File: config.mk
export PLATFORM = sky130hd
export DESIGN_NAME = booth_multiplier_flat
export DESIGN_NICKNAME = d
export VERILOG_FILES = /design/src/rtl/booth_multiplier_if.sv /design/src/rtl/booth_multiplier.sv /design/src/flat_wrapper.sv
export SDC_FILE = /design/constraint.sdc
export NUM_CORES = 1
export LEC_CHECK = 0
export CORE_MARGIN = 1
export CORE_UTILIZATION = 56
export DETAILED_ROUTE_END_ITERATION = 12
export PLACE_DENSITY = 0.84
export SKIP_LAST_GASP = 1
export SLEW_MARGIN = 40
export SYNTH_ARGS = -nofsm -noshare
export SYNTH_HDL_FRONTEND = slang
export SYNTH_SLANG_ARGS = --single-unit
export TNS_END_PERCENT = 20
File: constraint.sdc
create_clock -name clk -period 2.1 [get_ports clk]
set_clock_uncertainty 0.1 [all_clocks]
set_input_delay 0.21 -clock clk [delete_from_list [all_inputs] [get_ports clk]]
set_output_delay 0.21 -clock clk [all_outputs]
set_load 0.005 [all_outputs]
File: src/rtl/booth_multiplier_if.sv
// booth_multiplier_if
//   Operand/result bundle for the 16x16 signed Booth multiplier.
//
//   Handshake: valid-only, no ready. The producer raises in_valid for one
//   cycle per operand pair; the multiplier never stalls, so every pair sampled
//   with in_valid=1 comes back exactly one pipeline latency later with
//   out_valid=1, in issue order. product changes every cycle regardless of
//   valid; consumers must qualify it with out_valid.
//
//   Signals:
//     in_valid  - operand pair on x/y is valid this cycle
//     x         - multiplicand, signed two's complement
//     y         - multiplier, signed two's complement (Booth-recoded)
//     out_valid - product holds a valid result this cycle
//     product   - registered signed product x*y
//
//   Modports:
//     master - drives operands, observes results (the user of the multiplier)
//     slave  - the multiplier itself
interface booth_multiplier_if;
    logic        in_valid;
    logic [15:0] x;
    logic [15:0] y;
    logic        out_valid;
    logic [31:0] product;

    modport master (
        output in_valid,
        output x,
        output y,
        input  out_valid,
        input  product
    );

    modport slave (
        input  in_valid,
        input  x,
        input  y,
        output out_valid,
        output product
    );
endinterface

File: src/rtl/booth_multiplier.sv
// booth_multiplier
//   Pipelined 16x16 -> 32 signed multiplier. Radix-4 Booth recoding produces
//   eight partial products plus one row of negation-correction bits; a
//   Wallace tree of 3:2 compressors reduces the nine rows to a sum/carry pair,
//   and a single carry-propagate adder produces the product. All arithmetic
//   is modulo 2^32, which is exact for every 16x16 signed operand pair.
//
//   Ports:
//     clk   - single clock, rising edge
//     rst_n - asynchronous active-low reset; clears every pipeline register
//     bus   - booth_multiplier_if.slave (in_valid, x, y, out_valid, product)
//
//   Configuration macro:
//     BOOTH_MID_PIPE_EN - when defined, an extra register stage is placed
//                         after the tree reaches four rows (latency 3).
//                         When undefined the latency is 2. Results identical.
module booth_multiplier (
    input  logic              clk,
    input  logic              rst_n,
    booth_multiplier_if.slave bus
);

    localparam int NUM_PP = 8;

    // 3:2 compressor applied bitwise across whole rows; carry weighs one
    // column more, and the bit shifted out of column 31 is dropped (mod 2^32).
    function automatic logic [31:0] csa_sum(input logic [31:0] a,
                                            input logic [31:0] b,
                                            input logic [31:0] c);
        return a ^ b ^ c;
    endfunction

    function automatic logic [31:0] csa_carry(input logic [31:0] a,
                                              input logic [31:0] b,
                                              input logic [31:0] c);
        return ((a & b) | (a & c) | (b & c)) << 1;
    endfunction

    // ------------------------------------------------------------------
    // Booth recoding and partial-product generation
    // ------------------------------------------------------------------
    logic [16:0] y_ext;
    logic [31:0] x_ext;
    logic [31:0] x_dbl;
    logic [2:0]  trip;
    logic [31:0] mag;
    logic        neg;
    logic [31:0] pp [NUM_PP];
    logic [31:0] corr_row;

    always_comb begin
        y_ext    = {bus.y, 1'b0};              // implicit y[-1] = 0
        x_ext    = {{16{bus.x[15]}}, bus.x};
        x_dbl    = x_ext << 1;
        trip     = '0;
        mag      = '0;
        neg      = 1'b0;
        corr_row = '0;
        for (int i = 0; i < NUM_PP; i++) begin
            trip = 3'(y_ext >> (2 * i));
            // Negative digits are 100/101/110; 111 is zero and needs nothing.
            neg  = trip[2] & ~(trip[1] & trip[0]);
            case (trip)
                3'b001, 3'b010, 3'b101, 3'b110: mag = x_ext;
                3'b011, 3'b100:                 mag = x_dbl;
                default:                        mag = '0;
            endcase
            // -m*4^i = (~m)*4^i + 4^i : complement the unshifted magnitude and
            // put the +1 into column 2i of the correction row.
            pp[i]    = (neg ? ~mag : mag) << (2 * i);
            corr_row = corr_row | (32'(neg) << (2 * i));
        end
    end

    // ------------------------------------------------------------------
    // Wallace tree, front half: 9 rows -> 6 rows -> 4 rows
    // ------------------------------------------------------------------
    logic [31:0] l1 [6];
    logic [31:0] l2 [4];

    always_comb begin
        l1[0] = csa_sum  (pp[0], pp[1], pp[2]);
        l1[1] = csa_carry(pp[0], pp[1], pp[2]);
        l1[2] = csa_sum  (pp[3], pp[4], pp[5]);
        l1[3] = csa_carry(pp[3], pp[4], pp[5]);
        l1[4] = csa_sum  (pp[6], pp[7], corr_row);
        l1[5] = csa_carry(pp[6], pp[7], corr_row);

        l2[0] = csa_sum  (l1[0], l1[1], l1[2]);
        l2[1] = csa_carry(l1[0], l1[1], l1[2]);
        l2[2] = csa_sum  (l1[3], l1[4], l1[5]);
        l2[3] = csa_carry(l1[3], l1[4], l1[5]);
    end

    // Rows and valid feeding the back half of the tree.
    logic [31:0] tail_rows [4];
    logic        tail_valid;

`ifdef BOOTH_MID_PIPE_EN
    logic [31:0] mid_rows_d [4];
    logic [31:0] mid_rows_q [4];
    logic        mid_valid_d;
    logic        mid_valid_q;

    always_comb begin
        for (int i = 0; i < 4; i++) begin
            mid_rows_d[i] = l2[i];
        end
        mid_valid_d = bus.in_valid;
    end

    always_ff @(posedge clk or negedge rst_n) begin
        if (!rst_n) begin
            for (int i = 0; i < 4; i++) begin
                mid_rows_q[i] <= '0;
            end
            mid_valid_q <= 1'b0;
        end else begin
            for (int i = 0; i < 4; i++) begin
                mid_rows_q[i] <= mid_rows_d[i];
            end
            mid_valid_q <= mid_valid_d;
        end
    end

    always_comb begin
        for (int i = 0; i < 4; i++) begin
            tail_rows[i] = mid_rows_q[i];
        end
        tail_valid = mid_valid_q;
    end
`else
    always_comb begin
        for (int i = 0; i < 4; i++) begin
            tail_rows[i] = l2[i];
        end
        tail_valid = bus.in_valid;
    end
`endif

    // ------------------------------------------------------------------
    // Wallace tree, back half: 4 rows -> 3 rows -> 2 rows, then register
    // ------------------------------------------------------------------
    logic [31:0] l3_sum;
    logic [31:0] l3_carry;
    logic [31:0] sum_row_d;
    logic [31:0] sum_row_q;
    logic [31:0] carry_row_d;
    logic [31:0] carry_row_q;
    logic        s1_valid_d;
    logic        s1_valid_q;

    always_comb begin
        l3_sum      = csa_sum  (tail_rows[0], tail_rows[1], tail_rows[2]);
        l3_carry    = csa_carry(tail_rows[0], tail_rows[1], tail_rows[2]);
        sum_row_d   = csa_sum  (l3_sum, l3_carry, tail_rows[3]);
        carry_row_d = csa_carry(l3_sum, l3_carry, tail_rows[3]);
        s1_valid_d  = tail_valid;
    end

    always_ff @(posedge clk or negedge rst_n) begin
        if (!rst_n) begin
            sum_row_q   <= '0;
            carry_row_q <= '0;
            s1_valid_q  <= 1'b0;
        end else begin
            sum_row_q   <= sum_row_d;
            carry_row_q <= carry_row_d;
            s1_valid_q  <= s1_valid_d;
        end
    end

    // ------------------------------------------------------------------
    // Final carry-propagate add; carry out of bit 31 is discarded
    // ------------------------------------------------------------------
    logic [31:0] product_d;
    logic [31:0] product_q;
    logic        out_valid_d;
    logic        out_valid_q;

    always_comb begin
        product_d   = sum_row_q + carry_row_q;
        out_valid_d = s1_valid_q;
    end

    always_ff @(posedge clk or negedge rst_n) begin
        if (!rst_n) begin
            product_q   <= '0;
            out_valid_q <= 1'b0;
        end else begin
            product_q   <= product_d;
            out_valid_q <= out_valid_d;
        end
    end

    assign bus.product   = product_q;
    assign bus.out_valid = out_valid_q;

endmodule

File: src/flat_wrapper.sv
// flat-port wrapper written by rule: the top's interface ports become plain ports
module booth_multiplier_flat 
  (clk, rst_n, bus_in_valid, bus_x, bus_y, bus_out_valid, bus_product);
  booth_multiplier_if bus_i ();
  input  logic clk;
  input  logic rst_n;
  input wire logic [$bits(bus_i.in_valid)-1:0] bus_in_valid;
  input wire logic [$bits(bus_i.x)-1:0] bus_x;
  input wire logic [$bits(bus_i.y)-1:0] bus_y;
  output wire logic [$bits(bus_i.out_valid)-1:0] bus_out_valid;
  output wire logic [$bits(bus_i.product)-1:0] bus_product;
  assign bus_i.in_valid = bus_in_valid;
  assign bus_i.x = bus_x;
  assign bus_i.y = bus_y;
  assign bus_out_valid = bus_i.out_valid;
  assign bus_product = bus_i.product;
  booth_multiplier u_core (.clk(clk), .rst_n(rst_n), .bus(bus_i));
endmodule
Word level (Yosys, flattened, before mapping)
Index checks and enable logic that the tools add are counted.
Widths: inputs -> output; s select.
{ "op_classes": {"mux": 16, "add_sub_neg": 1, "n_eq_ne": 45, "bitwise_logic": 85, "reduce_logical": 15} }
{ "op_table": {"columns": ["op", "n"], "rows": [
  ["$and 31x31->31", 21],
  ["$xor 32x32->32", 14],
  ["$or 31x31->31", 14],
  ["$pmux 32 s2", 1],
  ["$eq 3x3->1 const B", 21],
  ["$pmux 30 s2", 1],
  ["$pmux 28 s2", 1],
  ["$pmux 26 s2", 1],
  ["$pmux 24 s2", 1],
  ["$pmux 22 s2", 1],
  ["$eq 3x2->1 const B", 14],
  ["$pmux 20 s2", 1],
  ["$pmux 18 s2", 1],
  ["$add 32x32->32", 1],
  ["$mux 32", 1],
  ["$not 32->32", 1],
  ["$or 32x11->32", 1],
  ["$or 32x13->32", 1],
  ["$or 32x15->32", 1],
  ["$or 32x5->32", 1],
  ["$or 32x7->32", 1],
  ["$or 32x9->32", 1],
  ["$mux 30", 1],
  ["$not 30->30", 1],
  ["other kinds (20)", 59]
]} }
{ "totals": {"regBits": 97, "out_inout_bits": 33} }

Logic depth before layout (Yosys ltp)
{ "depth": {"ltp_word": 20, "ltp_mapped": 15, "mapped_depth_nobuf": 13} }

Worst setup path before layout
Ideal clock, no wire load.
{ "synth_timing": {"kind": "input to register", "from": "in bus_y[1]", "to": "reg u_core.sum_row_q[21]", "required_ns": 1.865, "path_stages": 15, "setup_slack_ns": -2.256, "n_path_buf": 3, "arrival_ns": 4.121, "path_cell_list": "clkbuf_1 inv_1 clkbuf_1 ha_1 clkbuf_1 o21ai_0 xnor2_1 inv_1 fa_1 inv_1 fa_1 inv_1 fa_1 inv_1 fa_1"} }
{ "synth_via": {"elab_chain_cells": 16, "word_cells_on_any_way": 44} }
{ "synth_rtl": {"columns": ["item", "line_no", "source"], "rows": [
  ["from (decl)", "flat_wrapper.sv:9", "input wire logic [$bits(bus_i.y)-1:0] bus_y;"],
  ["$eq 3x1->1 (tied with other cells)", "booth_multiplier.sv:63", "case (trip)"],
  ["$reduce_or 4->1 or $reduce_or 2->1 (tied branches)", "booth_multiplier.sv:63", null],
  ["$pmux 30 s2 or $pmux 32 s2 (tied branches)", "booth_multiplier.sv:63", null],
  ["$not 30->30 or $not 32->32 (tied branches)", "booth_multiplier.sv:70", "pp[i] = (neg ? ~mag : mag) << (2 * i);"],
  ["$mux 30 or $mux 32 (tied branches)", "booth_multiplier.sv:70", null],
  ["$and 31x31->31", "booth_multiplier.sv:36", "return ((a & b) | (a & c) | (b & c)) << 1;"],
  ["$or 31x31->31 (2 in series)", "booth_multiplier.sv:36", null],
  ["$and 31x31->31", "booth_multiplier.sv:36", null],
  ["$or 31x31->31 (2 in series)", "booth_multiplier.sv:36", null],
  ["$and 31x31->31", "booth_multiplier.sv:36", null],
  ["$or 31x31->31 (2 in series)", "booth_multiplier.sv:36", null],
  ["$xor 32x32->32 * (2 in series)", "booth_multiplier.sv:30", "return a ^ b ^ c;"],
  ["via u_core.sum_row_d[21]", "booth_multiplier.sv:146", "logic [31:0] sum_row_d;"],
  ["to (signal assigned)", "booth_multiplier.sv:167", "sum_row_q <= sum_row_d;"],
  ["to (decl)", "booth_multiplier.sv:147", "logic [31:0] sum_row_q;"]
]} }
Mark *: on every way through the listed nets, which the timed path passes. The rest lies on a longest branch.

Final worst setup path
{ "layout_timing": {"from": "in bus_y[1]", "to": "reg u_core.sum_row_q[15]"} }
The elaborated chain is that of the path after synthesis.

==> metrics <==
worst setup margin=-1.277 ns; wire per inst=19.42 µm; routed vias/inst=5.797; Worst Hold Class=in2reg; top post-synthesis cells by area=dfrtp_1, fa_1, xor2_1, ha_1, a22oi_1; Synth cell types=64; placed insts=1544; number of buffers created by CTS=9; hold path depth=1; Synthesized Nets=1354; max-slew violation count=0; Detail Route Antenna Nets=0; CTS tree=done; initial antenna violation count=0; dpl cell area=12950 µm²; layout cell share with drive strength beyond 1=27.99%; clock transition at the registers of the reported paths=0.07 ns; Slew HR=51.95%; DR pass1 iterations=5; Pwr Total=17.35 mW; # rows=49; post-synth top area share=22.16%; Die Ht=139.7 µm; Worst Path Required=2.22 ns; CP startpoint kind=input pin; syn avg cell area=9.377 µm²; peak supply drop=0.0007200 V; grt ovf=0; dominant cell by count in the synthesized netlist=inv_1; Setup-failing EPs final=72; Max Clock Freq=296.1 MHz; Yosys Warn Count=0; Root Driver=clkbuf_16; first-pass GRT wire length=48650 µm; kind of critical path=in2reg; top-level I/O count=68; CTS Buffer Depth=2; post-route design area=14030 µm²; routability cong.=0.9685; period utilisation layout=160.8%; largest family of logic cells by synthesized area=adder cells; All-Layer GR Usage=32.21%; DIE AREA=19510 µm²; Least-Margin Pin Slew=0.7202 ns; top cells by count, synth=inv_1, xor2_1, fa_1; Synth Area in XOR/XNOR=13.78%; clk_lat worst skew=0.34 ns; die width=139.7 µm; PD cells=1237 nW/µm²; WL final=30950 µm; Yosys reg bits=94; Detail Placement HPWL=22870 µm; Gate Count Post-Synth=1132; DRC Markers=0; Detailed Route Iter0 Violations=719; Leakage=6.789 nW; Final Net Count=1582; synthesized area=10620 µm²; Tmin final=3.377 ns; ANT cells=0; post-synthesis sequential area ratio=22.16%; CTS sink count=94; simple-gate share of the synthesized area=7.025%; routed via count=9241; failing checks=setup timing; dpl ws=-2.152 ns; Core Region=18270 µm²; Synth Area in Adders=29.89%; Synth Area in Compound Gates=17.56%; post-synthesis mux area share=0.3182%; Arrival @ worst endpoint=3.49 ns; H-tree levels=3; area delta synth->final=32.13%; prevailing post-synth register cell=dfrtp_1; Post-synth EDFFs=0; crit-path max FO=12; vias in the first global route=9496; R2R cell count=8; outcome=finished, violations left; final hold vios=0; initial core utilization=58.10%; pin count of the biggest net entering global routing=54; non-filler instance count after layout=1594; max cap viols=0; CP endpoint kind=register; PortBufs=67; post-synth top area cell=dfrtp_1; RSZ-0062 raised after global routing=yes; Post-synth ARST share=100.0%
[report_power, final]
group          switching (mW)  internal (mW)
logic                    6.58           5.88
registers               0.291           2.85
clock network           0.697           1.05
[critical path: stages]
cell and delay [ns]:
buf_12 0.11, ha_4 0.15, mux2_4 0.29, buf_4 0.15, buf_12 0.14, a22oi_2 0.20
xnor2_2 0.11, fa_1 0.53, inv_2 0.05, fa_2 0.47, fa_2 0.56, inv_2 0.05
fa_1 0.47
[final timing paths]
kind | to | start | slack (ns)
min reg2reg | u_core.bus.product[1] | u_core.sum_row_q[1] | 0.25
min in group asynchronous | u_core.sum_row_q[0] | rst_n | 0.32
max | u_core.sum_row_q[15] | bus_y[1] | -1.28
max in group asynchronous | u_core.carry_row_q[29] | rst_n | 0.92
min | u_core.out_valid_d | bus_in_valid | 0.20
max reg2reg | u_core.bus.product[27] | u_core.carry_row_q[4] | -0.33
[kinds of logic after synthesis]
kind of cell	count (synthesis)
adder cells (fa/ha/maj)	187
XOR/XNOR	167
flip-flops	94
buffers and inverters	255
AND/OR/NAND/NOR	150
multiplexers	3
AO/OA/AOI/OAI	276
[final cells by class]
class | instances | area [µm²]
clock inverter | 6 | 93.84
fill | 1099 | 4244
clock buffer | 10 | 229.0
multi-input combinational | 785 | 7724
tap | 229 | 286.5
inverter | 167 | 643.1
sequential | 94 | 2352
timing repair buffer | 303 | 2698
[cell usage in the layout (no fill, tap or decap), types with 16 or more instances in the layout]
cell type,Yosys,final
buf_4,2,198
inv_1,166,147
xor2_1,114,109
dfrtp_1,94,94
fa_1,111,92
ha_1,76,70
a22oi_1,87,68
xnor2_1,53,48
nand2_1,46,44
nor2_1,46,41
o21ai_0,66,40
clkdlybuf4s50_1,0,38
a21oi_1,32,32
o21ai_1,9,26
buf_6,0,25
a22oi_2,0,19
fa_2,0,19
buf_12,0,17
inv_2,1,16
[per-stage QoR]
| step | hold WS (ns) | util, % | setup TNS (ns) |
|---|---|---|---|
| floorplan | -0.1856 | - | -78.70 |
| global placement | 0.1200 | 70.78 | -104.26 |
| detailed placement | 0.1244 | 70.87 | -109.56 |
| CTS | 0.2006 | 75.02 | -60.32 |
| global route | 0.1916 | 76.77 | -68.50 |
| finish | 0.2021 | 76.77 | -62.57 |
[timing repair]
item,CTS,global route
endpoints found under the hold margin,41,0
resized for setup,162,74
buffers inserted,15,17
pin swaps,42,35
gates cloned,4,0
endpoints found under the setup margin,73,74
hold buffers,1,0
[sequential cells by signal (all words and copies together), names as in the netlist]
register / count
u_core.bus.out_valid: 1
u_core.carry_row_q: 28
u_core.out_valid_d: 1
u_core.bus.product: 32
u_core.sum_row_q: 32
[metal layers]
metal  vias to the layer above  part of all wire, %  track usage, %
li1                       4194                    -               -
met1                      4459                   38           38.61
met2                       466                   48           55.00
met3                       122                  8.7           7.226
met4                         0                  4.8           15.21
met5                         -                    0               0
Power figures use the tool's default switching activity.
